## src/rtl/master_pkg.sv

```systemverilog
// Shared definitions for the master writeback stage: opcodes, flag bits, memory-op codes, FSM states.
package master_pkg;

    localparam int unsigned NREGS    = 16;
    localparam int unsigned DW       = 32;
    localparam int unsigned AW       = $clog2(NREGS);
    localparam int unsigned MEM_TOUT = 15;
    localparam int unsigned CW       = 4;

    localparam logic [3:0] OP_ADD = 4'b0000;
    localparam logic [3:0] OP_SUB = 4'b0001;
    localparam logic [3:0] OP_AND = 4'b0010;
    localparam logic [3:0] OP_ORR = 4'b0011;
    localparam logic [3:0] OP_EOR = 4'b0100;
    localparam logic [3:0] OP_RSB = 4'b0101;
    localparam logic [3:0] OP_MOV = 4'b0110;
    localparam logic [3:0] OP_MVN = 4'b0111;
    localparam logic [3:0] OP_LSL = 4'b1000;
    localparam logic [3:0] OP_LSR = 4'b1001;
    localparam logic [3:0] OP_ASR = 4'b1010;
    localparam logic [3:0] OP_CMP = 4'b1011;
    localparam logic [3:0] OP_ADR = 4'b1100;
    localparam logic [3:0] OP_LDR = 4'b1101;
    localparam logic [3:0] OP_STR = 4'b1110;
    localparam logic [3:0] OP_NOP = 4'b1111;

    localparam int unsigned FLG_N = 3;
    localparam int unsigned FLG_Z = 2;
    localparam int unsigned FLG_C = 1;
    localparam int unsigned FLG_V = 0;

    localparam logic [1:0] MEM_NONE = 2'b00;
    localparam logic [1:0] MEM_ADR  = 2'b01;
    localparam logic [1:0] MEM_LDR  = 2'b10;
    localparam logic [1:0] MEM_STR  = 2'b11;

    typedef enum logic [0:0] {StIdle, StMemWait} wb_state_e;

    typedef struct packed {
        logic [DW-1:0] result;
        logic [3:0]    new_flag;
        logic          mem_en;
        logic [3:0]    opcode;
        logic          s;
        logic [AW-1:0] rd;
    } slot_t;

    function automatic logic [1:0] mem_op_of(input logic [3:0] op);
        case (op)
            OP_ADR:  return MEM_ADR;
            OP_LDR:  return MEM_LDR;
            OP_STR:  return MEM_STR;
            default: return MEM_NONE;
        endcase
    endfunction

    // Data-processing ops that honour the S bit; MOV/MVN never touch flags.
    function automatic logic sets_flags_on_s(input logic [3:0] op);
        return (op <= OP_RSB) || ((op >= OP_LSL) && (op <= OP_ASR));
    endfunction

endpackage

```

## src/rtl/master_writeback_if.sv

```systemverilog
// ALU-to-writeback handshake, register read ports and memory port bundled for the writeback stage.
interface master_writeback_if;
    import master_pkg::*;

    logic          in_valid;
    logic          in_ready;
    logic [DW-1:0] in_result;
    logic [3:0]    in_new_flag;
    logic          in_mem_en;
    logic [3:0]    in_opcode;
    logic          in_s;
    logic [AW-1:0] in_rd;
    logic [AW-1:0] rs1_addr;
    logic [DW-1:0] rs1_data;
    logic [AW-1:0] rs2_addr;
    logic [DW-1:0] rs2_data;
    logic [3:0]    flags;
    logic          mem_req;
    logic [1:0]    mem_op;
    logic [DW-1:0] mem_addr;
    logic          mem_ack;
    logic [DW-1:0] mem_rdata;
    logic          mem_err;

    modport master (
        output in_valid, in_result, in_new_flag, in_mem_en, in_opcode, in_s, in_rd,
        output rs1_addr, rs2_addr, mem_ack, mem_rdata,
        input  in_ready, rs1_data, rs2_data, flags, mem_req, mem_op, mem_addr, mem_err
    );

    modport slave (
        input  in_valid, in_result, in_new_flag, in_mem_en, in_opcode, in_s, in_rd,
        input  rs1_addr, rs2_addr, mem_ack, mem_rdata,
        output in_ready, rs1_data, rs2_data, flags, mem_req, mem_op, mem_addr, mem_err
    );

endinterface

```

## src/rtl/master_regfile.sv

```systemverilog
// 16x32 register file: two asynchronous read ports, one synchronous write port, write-first bypass.
module master_regfile
    import master_pkg::*;
#(
    parameter int unsigned NRegs = NREGS,
    parameter int unsigned Dw    = DW
) (
    input  logic                     clk,
    input  logic                     rst_n,
    input  logic                     we,
    input  logic [$clog2(NRegs)-1:0] waddr,
    input  logic [Dw-1:0]            wdata,
    input  logic [$clog2(NRegs)-1:0] raddr_a,
    output logic [Dw-1:0]            rdata_a,
    input  logic [$clog2(NRegs)-1:0] raddr_b,
    output logic [Dw-1:0]            rdata_b
);

    logic [Dw-1:0] mem_q [NRegs];

    always_ff @(posedge clk or negedge rst_n) begin
        if (!rst_n) begin
            for (int i = 0; i < NRegs; i++) begin
                mem_q[i] <= '0;
            end
        end else if (we) begin
            mem_q[waddr] <= wdata;
        end
    end

    assign rdata_a = (we && (waddr == raddr_a)) ? wdata : mem_q[raddr_a];
    assign rdata_b = (we && (waddr == raddr_b)) ? wdata : mem_q[raddr_b];

endmodule

```

## src/rtl/master_writeback.sv

```systemverilog
// Writeback stage: one-entry slot, commit FSM with memory wait/timeout, NZCV register and regfile.
module master_writeback
    import master_pkg::*;
(
    input logic               clk,
    input logic               rst_n,
    master_writeback_if.slave bus
);

    wb_state_e     state;
    slot_t         slot;
    logic          slot_v;
    logic [3:0]    flags_q;
    logic [CW-1:0] wait_cnt;
    logic          mem_req_q;
    logic [1:0]    mem_op_q;
    logic [DW-1:0] mem_addr_q;
    logic          mem_err_q;

    logic          is_mem;
    logic          retire_idle;
    logic          in_ready;
    logic          accept;
    logic          flag_we;
    logic          rf_we;
    logic [DW-1:0] rf_wdata;

    always_comb begin
        is_mem      = slot.mem_en && (mem_op_of(slot.opcode) != MEM_NONE);
        retire_idle = (state == StIdle) && slot_v && !is_mem;
        in_ready    = (state == StIdle) && (!slot_v || retire_idle);
        accept      = bus.in_valid && in_ready;
        flag_we     = retire_idle && slot.mem_en &&
                      ((slot.opcode == OP_CMP) || (slot.s && sets_flags_on_s(slot.opcode)));
        rf_we       = 1'b0;
        rf_wdata    = slot.result;
        if (retire_idle && slot.mem_en && (slot.opcode <= OP_ASR)) begin
            rf_we = 1'b1;
        end
        if ((state == StMemWait) && bus.mem_ack) begin
            if (slot.opcode == OP_LDR) begin
                rf_we    = 1'b1;
                rf_wdata = bus.mem_rdata;
            end else if (slot.opcode == OP_ADR) begin
                rf_we = 1'b1;
            end
        end
    end

    always_ff @(posedge clk or negedge rst_n) begin
        if (!rst_n) begin
            state      <= StIdle;
            slot       <= '0;
            slot_v     <= 1'b0;
            flags_q    <= '0;
            wait_cnt   <= '0;
            mem_req_q  <= 1'b0;
            mem_op_q   <= MEM_NONE;
            mem_addr_q <= '0;
            mem_err_q  <= 1'b0;
        end else begin
            if (accept) begin
                slot_v <= 1'b1;
                slot   <= '{result:   bus.in_result,   new_flag: bus.in_new_flag,
                            mem_en:   bus.in_mem_en,   opcode:   bus.in_opcode,
                            s:        bus.in_s,        rd:       bus.in_rd};
            end else if (retire_idle) begin
                slot_v <= 1'b0;
            end
            if (flag_we) begin
                flags_q <= slot.new_flag;
            end
            case (state)
                StIdle: begin
                    if (slot_v && is_mem) begin
                        state      <= StMemWait;
                        mem_req_q  <= 1'b1;
                        mem_op_q   <= mem_op_of(slot.opcode);
                        mem_addr_q <= slot.result;
                        wait_cnt   <= '0;
                    end
                end
                StMemWait: begin
                    // The MEM_TOUT-th unacknowledged wait cycle aborts the access.
                    if (bus.mem_ack || (wait_cnt == CW'(MEM_TOUT - 1))) begin
                        state     <= StIdle;
                        slot_v    <= 1'b0;
                        mem_req_q <= 1'b0;
                        mem_op_q  <= MEM_NONE;
                        if (!bus.mem_ack) begin
                            mem_err_q <= 1'b1;
                        end
                    end else begin
                        wait_cnt <= wait_cnt + 1'b1;
                    end
                end
                default: state <= StIdle;
            endcase
        end
    end

    master_regfile #(
        .NRegs (NREGS),
        .Dw    (DW)
    ) u_regfile (
        .clk     (clk),
        .rst_n   (rst_n),
        .we      (rf_we),
        .waddr   (slot.rd),
        .wdata   (rf_wdata),
        .raddr_a (bus.rs1_addr),
        .rdata_a (bus.rs1_data),
        .raddr_b (bus.rs2_addr),
        .rdata_b (bus.rs2_data)
    );

    assign bus.in_ready = in_ready;
    assign bus.flags    = flags_q;
    assign bus.mem_req  = mem_req_q;
    assign bus.mem_op   = mem_op_q;
    assign bus.mem_addr = mem_addr_q;
    assign bus.mem_err  = mem_err_q;

endmodule
```

## src/flat_wrapper.sv

```systemverilog
// flat-port wrapper written by rule: the top's interface ports become plain ports
module master_writeback_flat import master_pkg::*;
  (clk, rst_n, bus_in_valid, bus_in_result, bus_in_new_flag, bus_in_mem_en, bus_in_opcode, bus_in_s, bus_in_rd, bus_rs1_addr, bus_rs2_addr, bus_mem_ack, bus_mem_rdata, bus_in_ready, bus_rs1_data, bus_rs2_data, bus_flags, bus_mem_req, bus_mem_op, bus_mem_addr, bus_mem_err);
  master_writeback_if bus_i ();
  input logic clk;
  input logic rst_n;
  input wire logic [$bits(bus_i.in_valid)-1:0] bus_in_valid;
  input wire logic [$bits(bus_i.in_result)-1:0] bus_in_result;
  input wire logic [$bits(bus_i.in_new_flag)-1:0] bus_in_new_flag;
  input wire logic [$bits(bus_i.in_mem_en)-1:0] bus_in_mem_en;
  input wire logic [$bits(bus_i.in_opcode)-1:0] bus_in_opcode;
  input wire logic [$bits(bus_i.in_s)-1:0] bus_in_s;
  input wire logic [$bits(bus_i.in_rd)-1:0] bus_in_rd;
  input wire logic [$bits(bus_i.rs1_addr)-1:0] bus_rs1_addr;
  input wire logic [$bits(bus_i.rs2_addr)-1:0] bus_rs2_addr;
  input wire logic [$bits(bus_i.mem_ack)-1:0] bus_mem_ack;
  input wire logic [$bits(bus_i.mem_rdata)-1:0] bus_mem_rdata;
  output wire logic [$bits(bus_i.in_ready)-1:0] bus_in_ready;
  output wire logic [$bits(bus_i.rs1_data)-1:0] bus_rs1_data;
  output wire logic [$bits(bus_i.rs2_data)-1:0] bus_rs2_data;
  output wire logic [$bits(bus_i.flags)-1:0] bus_flags;
  output wire logic [$bits(bus_i.mem_req)-1:0] bus_mem_req;
  output wire logic [$bits(bus_i.mem_op)-1:0] bus_mem_op;
  output wire logic [$bits(bus_i.mem_addr)-1:0] bus_mem_addr;
  output wire logic [$bits(bus_i.mem_err)-1:0] bus_mem_err;
  assign bus_i.in_valid = bus_in_valid;
  assign bus_i.in_result = bus_in_result;
  assign bus_i.in_new_flag = bus_in_new_flag;
  assign bus_i.in_mem_en = bus_in_mem_en;
  assign bus_i.in_opcode = bus_in_opcode;
  assign bus_i.in_s = bus_in_s;
  assign bus_i.in_rd = bus_in_rd;
  assign bus_i.rs1_addr = bus_rs1_addr;
  assign bus_i.rs2_addr = bus_rs2_addr;
  assign bus_i.mem_ack = bus_mem_ack;
  assign bus_i.mem_rdata = bus_mem_rdata;
  assign bus_in_ready = bus_i.in_ready;
  assign bus_rs1_data = bus_i.rs1_data;
  assign bus_rs2_data = bus_i.rs2_data;
  assign bus_flags = bus_i.flags;
  assign bus_mem_req = bus_i.mem_req;
  assign bus_mem_op = bus_i.mem_op;
  assign bus_mem_addr = bus_i.mem_addr;
  assign bus_mem_err = bus_i.mem_err;
  master_writeback u_core (.clk(clk), .rst_n(rst_n), .bus(bus_i));
endmodule
```

## config.mk

```make
export PLATFORM = sky130hd
export DESIGN_NAME = master_writeback_flat
export DESIGN_NICKNAME = d
export VERILOG_FILES = /design/src/rtl/master_pkg.sv /design/src/rtl/master_writeback_if.sv /design/src/rtl/master_regfile.sv /design/src/rtl/master_writeback.sv /design/src/flat_wrapper.sv
export SDC_FILE = /design/constraint.sdc
export NUM_CORES = 1
export LEC_CHECK = 0
export ABC_AREA = 1
export CAP_MARGIN = 10
export CORE_MARGIN = 3
export CORE_UTILIZATION = 50
export CTS_CLUSTER_SIZE = 40
export DETAILED_ROUTE_END_ITERATION = 12
export PLACE_DENSITY_LB_ADDON = 0.2
export SLEW_MARGIN = 20
export SYNTH_ARGS = -nofsm -noshare
export SYNTH_HDL_FRONTEND = slang
export SYNTH_SLANG_ARGS = --single-unit
```

## constraint.sdc

```tcl
create_clock -name clk -period 3.83 [get_ports clk]
set_input_delay 0.766 -clock clk [delete_from_list [all_inputs] [get_ports clk]]
set_output_delay 0.766 -clock clk [all_outputs]
set_load 0.02 [all_outputs]
```

==> metrics.cfg <==
[outcome]
status = finished with violations
violations = negative setup slack

[drt]
vias = 39500
routed_wl_mm = 150
wl_per_cell_um = 22.3
viasPerCell = 5.89
first_iter_violations = 5903
drc = 0
ant_nets = 0
dr.pass1.iters = 11

[place]
hpwl_mm = 91.6
gp_congestion = 0.913
dpl.cell_count = 6574
port-buffer-count = 194
postPlaceCellArea_mm2 = 0.0404

[sta]
min_period_ns = 3.84
hold_viol = 0
fin_ws_ns = -0.00987
max_slew_margin_pct = 38.3
timing.final.crit_share_pct = 100
setup_violations = 2
fmax_mhz = 260
rsz0062_at_grt = yes
clock-skew-final_ns = 0.0276
tightest_slew_ns = 0.924
setup-tns-final_ns = -0.0174
drv_slew = 0

[synthesis]
syn_area_mm2 = 0.0370
synth_simple_gate_area_share_pct = 44.9
ys_ff_latch = 604
synth_area_per_cell_um2 = 6.53
synth_cells = 5668
synth_fa_ha_area_share_pct = 0.0676
synth_compound_gate_area_share_pct = 2.60
ys_seq_area_share_pct = 40.8
ys_types = 24
ys.warnings.count = 0
synth_top_family_by_area = simple AND/OR/NAND/NOR gates
synth_nets = 5760
synthMuxAreaShare_pct = 0
synth_xor_area_share_pct = 0.142

[clock_tree]
cts-root-buf = clkbuf_16
cts.sinks = 604
htree_num_levels = 3
cts_hold_buf = 0
clock_path_buffers = 3
cts-buffers-inserted = 72
cts.clk_slew.worst_paths_ns = 0.06
cts_tree = yes
clk_latency_ns = 0.64

[worst_setup_path]
start_kind = input port
path_cells = clkdlybuf4s50_1 > nand2_1 > nor2_2 > buf_4 > nand3_4 > buf_16 > a21oi_4 > nand3_1 > nand2_1 > clkdlybuf4s50_1
r2r_cells = 11
r2r-end = u_core.u_regfile.mem_q[208]
reg2reg_slack_ns = 0.86
crit_path_max_fanout = 28
crit_family = buffers and inverters
crit_type = input port to primary output
critical_path.slowest_cell = clkdlybuf4s50_1
setup.worst_path.start = bus_mem_ack
end_kind = primary output
arrival_ns = 3.07
cp.required_ns = 3.06
reg2reg_from = u_core.state
max_stage_delay_ns = 0.62
cp_num_buf_inv = 4

[floorplan]
rows = 99
start_util_pct = 50.6
num_io_pins = 195
die-area_mm2 = 0.0774
core_mm2 = 0.0732
die_h_um = 278
die_w_um = 278

[global_routing]
antenna_found_initial = 2
grt_overflow = 0
grt_pass1_vias = 36800
grt_pass1_wl_mm = 226
grt_max_degree = 107
track_usage_pct = 38.0

[layout]
fin_area_mm2 = 0.0430
fin_cells = 6707
seq_area_mm2 = 0.0151
synthToLayoutAreaGrowth_pct = 16.2
nets = 5785
mostFrequentLayoutCells = nand2_1, nand3_1, dfrtp_1
multi_input_area_mm2 = 0.0179
diodes = 0
drive_gt1_share_pct = 7.17
filler_cell_count = 6874
final_common_cell = nand2_1

[power]
power_leakage_nw = 23.8
total_power_mw = 28.2
power.density_mw_per_mm2 = 656
ir_worst_vdd_mv = 0.449

[flow_run]
drv_cap = 0

[worst_hold_path]
hold_class = input port to asynchronous set/reset pin

[registers in the layout, summed over array words and instances (netlist names), 2 cells and up]
signal and count:
u_core.wait_cnt 4, u_core.bus.mem_addr 32, u_core.bus.mem_op 2, u_core.slot 46
u_core.bus.flags 4, u_core.u_regfile.mem_q 512
[metal layers]
metal  up-vias  global-route usage, %  part of all wire, %
li1      17800                      -                    -
met1     18400                   51.1                   38
met2      2735                   55.0                   41
met3       640                   12.5                   15
met4         2                   18.8                  5.9
met5         -                      0               0.0087
[how the worst max path moves through the flow]
stage | slack [ns] | end | cells past startpoint
after detailed placement | -0.19 | bus_rs2_data[12] | 11
after CTS | 0.003 | bus_rs2_data[0] | 11
after global routing | -0.09 | bus_rs1_data[21] | 9
final | -0.01 | bus_rs1_data[26] | 10
after global placement | -0.18 | bus_rs2_data[12] | 11
after floorplan | 0.97 | bus_rs1_data[10] | 6
[worst register-to-register path: stages (launching register included)]
cell and delay, ns:
dfrtp_1 0.47, nor2_2 0.22, inv_2 0.05, nor2_2 0.17, nand3_2 0.20, nand2_8 0.25
buf_4 0.16, buf_4 0.60, nand2_1 0.12, buf_4 0.39, nand2_1 0.15, nand2_1 0.06
[cell usage after synthesis]
master	number	area [um2]
inv_1	559	2100
ha_1	2	25.0
xor2_1	5	43.8
nor2_2	4	25.0
xnor2_1	1	8.76
buf_6	35	394
nand2_2	2	12.5
o21ai_0	40	200
a21oi_4	33	537
buf_1	38	143
a21oi_1	42	210
o21bai_1	1	7.51
nand4_1	2	12.5
nand3_1	1490	7460
buf_4	5	37.5
nor3_2	1	10.0
o31ai_1	1	7.51
nor2_1	90	338
inv_2	9	33.8
clkbuf_1	230	863
nand2_1	2340	8780
nor3_1	1	5.00
dfrtp_1	604	15100
buf_2	133	666
[per-stage QoR]
step	util, %	hold slack [ns]	setup slack (ns)
finish	58.8	0.124	-0.00987
global route	58.8	0.147	-0.0867
CTS	58.6	0.136	0.00265
detailed placement	55.2	0.458	-0.191
global placement	55.2	0.453	-0.176
floorplan	-	0.442	0.968
[cell type report]
| type | count | area share (%) |
|---|---|---|
| flip-flops and latches | 604 | 35.1 |
| multi-input cells | 4055 | 41.6 |
| repair buffers | 392 | 9.84 |
| clock inverters | 30 | 0.863 |
| well taps | 959 | 2.79 |
| inverters | 568 | 5.00 |
| clock buffers | 99 | 4.82 |
[power breakdown]
part           internal (mW)  total [mW]  switching [mW]
Sequential              8.92        10.3            1.41
Combinational           3.58        10.7            7.14
Clock                   4.22        7.16            2.94
Total                   16.7        28.2            11.5
[cells by family after synthesis]
family | after synthesis
buf+inv | 1009
fa+ha+maj | 2
compound gates | 117
flops | 604
simple gates | 3930
xor+xnor | 6
[what timing repair did]
item                       in CTS  in global routing
pin swaps                       1                  1
buffers inserted                2                  2
setup endpoints to repair      64                 54
gates resized for setup        18                 45
hold endpoints to repair        0                  0
Note: power is estimated with default switching activity, not from simulation.
